## config.mk

```make
export PLATFORM = sky130hd
export DESIGN_NAME = sym_preadd_ctrl
export DESIGN_NICKNAME = d
export VERILOG_FILES = /design/src/rtl/sym_preadd_ctrl.sv
export SDC_FILE = /design/constraint.sdc
export NUM_CORES = 2
export LEC_CHECK = 0
export CAP_MARGIN = 20
export CORE_ASPECT_RATIO = 1.2
export CORE_MARGIN = 5
export CORE_UTILIZATION = 50
export DETAILED_ROUTE_END_ITERATION = 8
export PLACE_DENSITY = 0.69
export SLEW_MARGIN = 20
export SYNTH_ARGS = -nofsm -noshare
export SYNTH_HDL_FRONTEND = slang
export SYNTH_SLANG_ARGS = --single-unit
```

## constraint.sdc

```tcl
create_clock -name clk -period 7.55 [get_ports clk]
set_input_delay 1.51 -clock clk [delete_from_list [all_inputs] [get_ports clk]]
set_output_delay 1.51 -clock clk [all_outputs]
set_load 0.1 [all_outputs]
```

## src/rtl/sym_preadd_ctrl.sv

```systemverilog
// Input controller for symmetric/antisymmetric FIR filters: a NUM_TAPS-deep sample window
// with registered pre-added tap pairs, centre tap, valid/ready handshake, priming and flush.
module sym_preadd_ctrl #(
  parameter int DATA_W   = 10,
  parameter int NUM_TAPS = 77,
  parameter int PRIME    = 1,
  localparam int NPAIR   = (NUM_TAPS - 1) / 2,
  localparam int PW      = DATA_W + 1
) (
  input  logic                  clk,
  input  logic                  reset_n,
  input  logic                  in_valid,
  output logic                  in_ready,
  input  logic [DATA_W-1:0]     in_data,
  input  logic                  mode_anti,
  input  logic                  flush,
  output logic                  out_valid,
  input  logic                  out_ready,
  output logic [NPAIR*PW-1:0]   tapsum_bus,
  output logic [DATA_W-1:0]     center_out,
  output logic                  out_anti
);

  localparam int CNT_W = $clog2(NUM_TAPS + 1);
  localparam logic [CNT_W-1:0] FILL_FULL = CNT_W'(NUM_TAPS);

  logic [DATA_W-1:0]   d_q [NUM_TAPS];
  logic [DATA_W-1:0]   d_d [NUM_TAPS];
  logic [DATA_W-1:0]   win [NUM_TAPS];
  logic [NPAIR*PW-1:0] tapsum_q, tapsum_d, pair_bus;
  logic [DATA_W-1:0]   center_q, center_d;
  logic                anti_q, anti_d;
  logic                valid_q, valid_d;
  logic [CNT_W-1:0]    fill_q, fill_d, fill_inc;
  logic [PW-1:0]       op_a, op_b;
  logic                accept;

  assign in_ready = !flush && (!valid_q || out_ready);
  assign accept   = in_valid && in_ready;
  assign fill_inc = (fill_q == FILL_FULL) ? FILL_FULL : fill_q + 1'b1;

  // Window as it will look after this cycle's shift; the outputs are built from it.
  always_comb begin
    win[0] = in_data;
    for (int k = 1; k < NUM_TAPS; k++) begin
      win[k] = d_q[k-1];
    end
  end

  // Operands are sign-extended by one bit so neither the sum nor the difference can wrap.
  always_comb begin
    pair_bus = '0;
    op_a     = '0;
    op_b     = '0;
    for (int i = 0; i < NPAIR; i++) begin
      op_a = {win[i][DATA_W-1], win[i]};
      op_b = {win[NUM_TAPS-1-i][DATA_W-1], win[NUM_TAPS-1-i]};
      pair_bus[i*PW +: PW] = mode_anti ? (op_a - op_b) : (op_a + op_b);
    end
  end

  // NOTE: every variable gets its hold value first, so no path leaves it unassigned (no latch).
  always_comb begin
    d_d      = d_q;
    tapsum_d = tapsum_q;
    center_d = center_q;
    anti_d   = anti_q;
    valid_d  = valid_q;
    fill_d   = fill_q;
    if (flush) begin
      for (int k = 0; k < NUM_TAPS; k++) begin
        d_d[k] = '0;
      end
      tapsum_d = '0;
      center_d = '0;
      anti_d   = 1'b0;
      valid_d  = 1'b0;
      fill_d   = '0;
    end else if (accept) begin
      d_d      = win;
      tapsum_d = pair_bus;
      center_d = win[NPAIR];
      anti_d   = mode_anti;
      fill_d   = fill_inc;
      valid_d  = (PRIME != 0) ? (fill_inc == FILL_FULL) : 1'b1;
    end else if (out_ready) begin
      valid_d  = 1'b0;
    end
  end

  // NOTE: the delay line is a real reset target here (cleared window is observable), so
  // every element is reset rather than left to power-up contents.
  always_ff @(posedge clk) begin
    if (!reset_n) begin
      for (int k = 0; k < NUM_TAPS; k++) begin
        d_q[k] <= '0;
      end
      tapsum_q <= '0;
      center_q <= '0;
      anti_q   <= 1'b0;
      valid_q  <= 1'b0;
      fill_q   <= '0;
    end else begin
      // NOTE: non-blocking assignments so every flop samples the pre-edge values.
      d_q      <= d_d;
      tapsum_q <= tapsum_d;
      center_q <= center_d;
      anti_q   <= anti_d;
      valid_q  <= valid_d;
      fill_q   <= fill_d;
    end
  end

  assign out_valid  = valid_q;
  assign tapsum_bus = tapsum_q;
  assign center_out = center_q;
  assign out_anti   = anti_q;

endmodule
```

==> results.md <==
* CTS tree: done
* Synth Instances at about 8400
* Relative slew slack at 6.45%
* Die Height at slightly above 400 µm
* Slew Viols, Final at 0
* CP Class: input pin to output pin
* 1st-iter DRT viols at 4797
* Grt ovf at 0
* Via count at 59737
* Slew @ Worst Pin at between 1 and 1.5 ns
* Drt total wl at 196 mm
* Synthesis-stage register bit count at 1187
* First drt pass iteration count at 7
* Clock Root Buffer: clkbuf_16
* Wire per inst at 19.0 µm
* Site Rows at 145
* FILL cells at roughly 12000
* Clk_lat worst skew at 0.76 ns
* Placed Cells incl. Taps at 10096
* Syn nets at between 8000 and 9000
* Commonest cells after routing, fill and taps aside: 1967 x nand2_1, 1237 x a21oi_1, 1187 x dfxtp_1
* RSZ-0062 raised after global routing: no
* Dominant synthesized flop cell: dfxtp_1
* All-Layer GR Usage at a little over a quarter
* Synth area leader: dfxtp_1
* Max rail drop VDD at approximately 0.18 mV
* H-tree Lvls at 4
* Status: complete, no violations
* Crit-path max FO at 5
* Total clock sinks at between 1000 and 1500
* Die area at roughly 140000 µm²
* Setup TNS at 0 ns
* Post-DRT Antenna Nets at 0
* Ratio of final minimum period to clock period at between 60% and 70%
* Crit. End Element: output pin
* Vias in the first global route at 56210
* WP data required at a little over 6 ns
* CTS clk-pin slew, worst paths at roughly 0.060 ns
* DRC Markers at 0
* First-pass GRT wire length at between 300 and 400 mm
* Layout cells sized above 1 at about 3.9%
* WP data arrival at 3.35 ns
* Hold Path Class: flop to flop
* Critical-path top delay cell: clkdlybuf4s50_1
* Area grow syn2layout at 14.3%
* Max Clock Skew at between 0.02 and 0.03 ns
* Syn Std Cell Area at 65400 µm²
* Post-synth top area share at between 30 and 40%
* Die X at roughly 340 µm
* Crit path time final at between 4 and 5 ns
* Ys Warns at 0
* Num CTS Buffers at ~130
* Commonest non-fill, non-tap cell in the layout: nand2_1
* Worst Setup Start Kind: input pin
* Lkg Pwr at approximately 25 nW
* Largest stage delay, worst path at ~1.1 ns
* Syn avg cell area at roughly 7.8 µm²
* Buffer depth of the longest clock path at 3
* EDFF count, synth at 0
* CTS Hold Bufs at 0
* Initial Util at about half
* Final setup viols at 0
* Synth async-reset ratio at 0%
* Final Instance Count excl. Fillers at slightly above 10000
* Max-cap viol count at 0
* Fraction of the yosys area taken by sequential cells at 36.4%
* Vias per cell at between 5 and 6
* IO Count at roughly 450
* Initial antenna violation count at 1
* Top area cells in the synthesized netlist: dfxtp_1 36%, nand2_1 11%, a21oi_1 9.5%
* CP most frequent cell: clkdlybuf4s50_1
* Netlist cell types at slightly above 70
* Hold Violations, Final at 0
* Largest net degree at the start of global routing at 217
* Post-layout nets at 9014
* Resize count post-CTS at 0
* Core area at 130000 µm²
* Power per cell area at 182 nW/µm²
* F_max at slightly above 200 MHz
* Post-DP HPWL at ~140 mm
* CP cell instances: clkdlybuf4s50_1 > nor2_1 > clkdlybuf4s50_1
* Ant. Diodes at 0
* Placer Congestion at between 0.9 and 1
* # Post-CTS Setup Buffers at 0
* Number of buffers added on ports at 446
* Total Power at between 10 and 15 mW
worst max-delay path: cells and delay by family:
kind          cells  cell delay [ns]
buf+inv           2             1.69
simple gates      1             0.15
layer usage:
layer | up-vias | global-route usage [%] | wire (µm)
met4 | 0 | 9.60 | 6860
met3 | 363 | 4.71 | 11700
met2 | 1673 | 45.4 | 91500
li1 | 29296 | - | -
met5 | - | 0 | 0
met1 | 28405 | 35.6 | 85700
metrics by stage:
stage	worst slack, ns	util, %	instance area, µm²	hold slack (ns)
2_1_floorplan	3.24	-	65400	0.432
3_3_place_gp	2.68	54.0	70300	0.436
3_5_place_dp	2.65	54.0	70300	0.444
4_1_cts	2.67	57.4	74700	0.452
5_1_grt	2.58	57.4	74700	0.463
6_report	2.69	57.4	74700	0.449
power by group:
group	internal, mW	total (mW)	switching [mW]
Sequential	6.28	6.29	0.0108
Combinational	0.101	0.618	0.516
Clock	4.03	6.71	2.68
Total	10.4	13.6	3.21
kinds of logic after synthesis:
group / synth area share [%]
muxes: 1.55
buffers and inverters: 4.78
xor gates and xnor gates: 7.23
DFF: 36.4
and+or+nand+nor: 22.0
adders and majority gates: 9.20
AOI/OAI and AO/OA: 18.8
flip-flops by register name, summed over array words and instances (netlist names):
name / cells
out_anti: 1
center_out: 10
d_q: 750
tapsum_bus: 418
fill_q: 7
out_valid: 1
final timing paths:
kind                            depth (start not counted)  slack, ns              to           start
worst max-delay path                                    3       2.69        in_ready           flush
worst min-delay path                                    2       0.45  tapsum_bus[83]  tapsum_bus[83]
worst max register to register                         12       4.11  tapsum_bus[65]         d_q[60]
worst min register to register                          2       0.45  tapsum_bus[83]  tapsum_bus[83]
synthesized netlist by cell type, types with 18 or more instances:
cell type / n
a211oi_1: 113
a21boi_0: 32
a21o_1: 75
a21oi_1: 1237
a311oi_1: 29
a31oi_1: 111
a32oi_1: 25
and3_1: 68
buf_1: 67
buf_2: 200
clkbuf_1: 198
dfxtp_1: 1187
fa_1: 38
ha_1: 420
inv_1: 247
mux2i_1: 100
nand2_1: 1968
nand2b_1: 24
nand3_1: 103
nand3b_1: 18
nand4_1: 62
nand4b_1: 22
nor2_1: 489
nor2b_1: 88
nor3_1: 232
nor3b_1: 25
nor4_1: 25
nor4b_1: 24
o211a_1: 19
o211ai_1: 29
o21a_1: 30
o21ai_0: 195
o21ai_1: 57
o21bai_1: 25
o31ai_1: 42
o41ai_1: 35
or3_1: 43
or4_1: 36
xnor2_1: 442
xor2_1: 75
area by class of cell:
type	count	area [µm²]	area share (%)
clock buffers	184	3850	5.15
clock inverters	46	616	0.824
inverters	247	927	1.24
multi-input cells	6487	38500	51.6
flip-flops and latches	1187	23800	31.8
well taps	1690	2110	2.83
repair buffers	485	4910	6.58
Power figures use the tool's default switching activity.
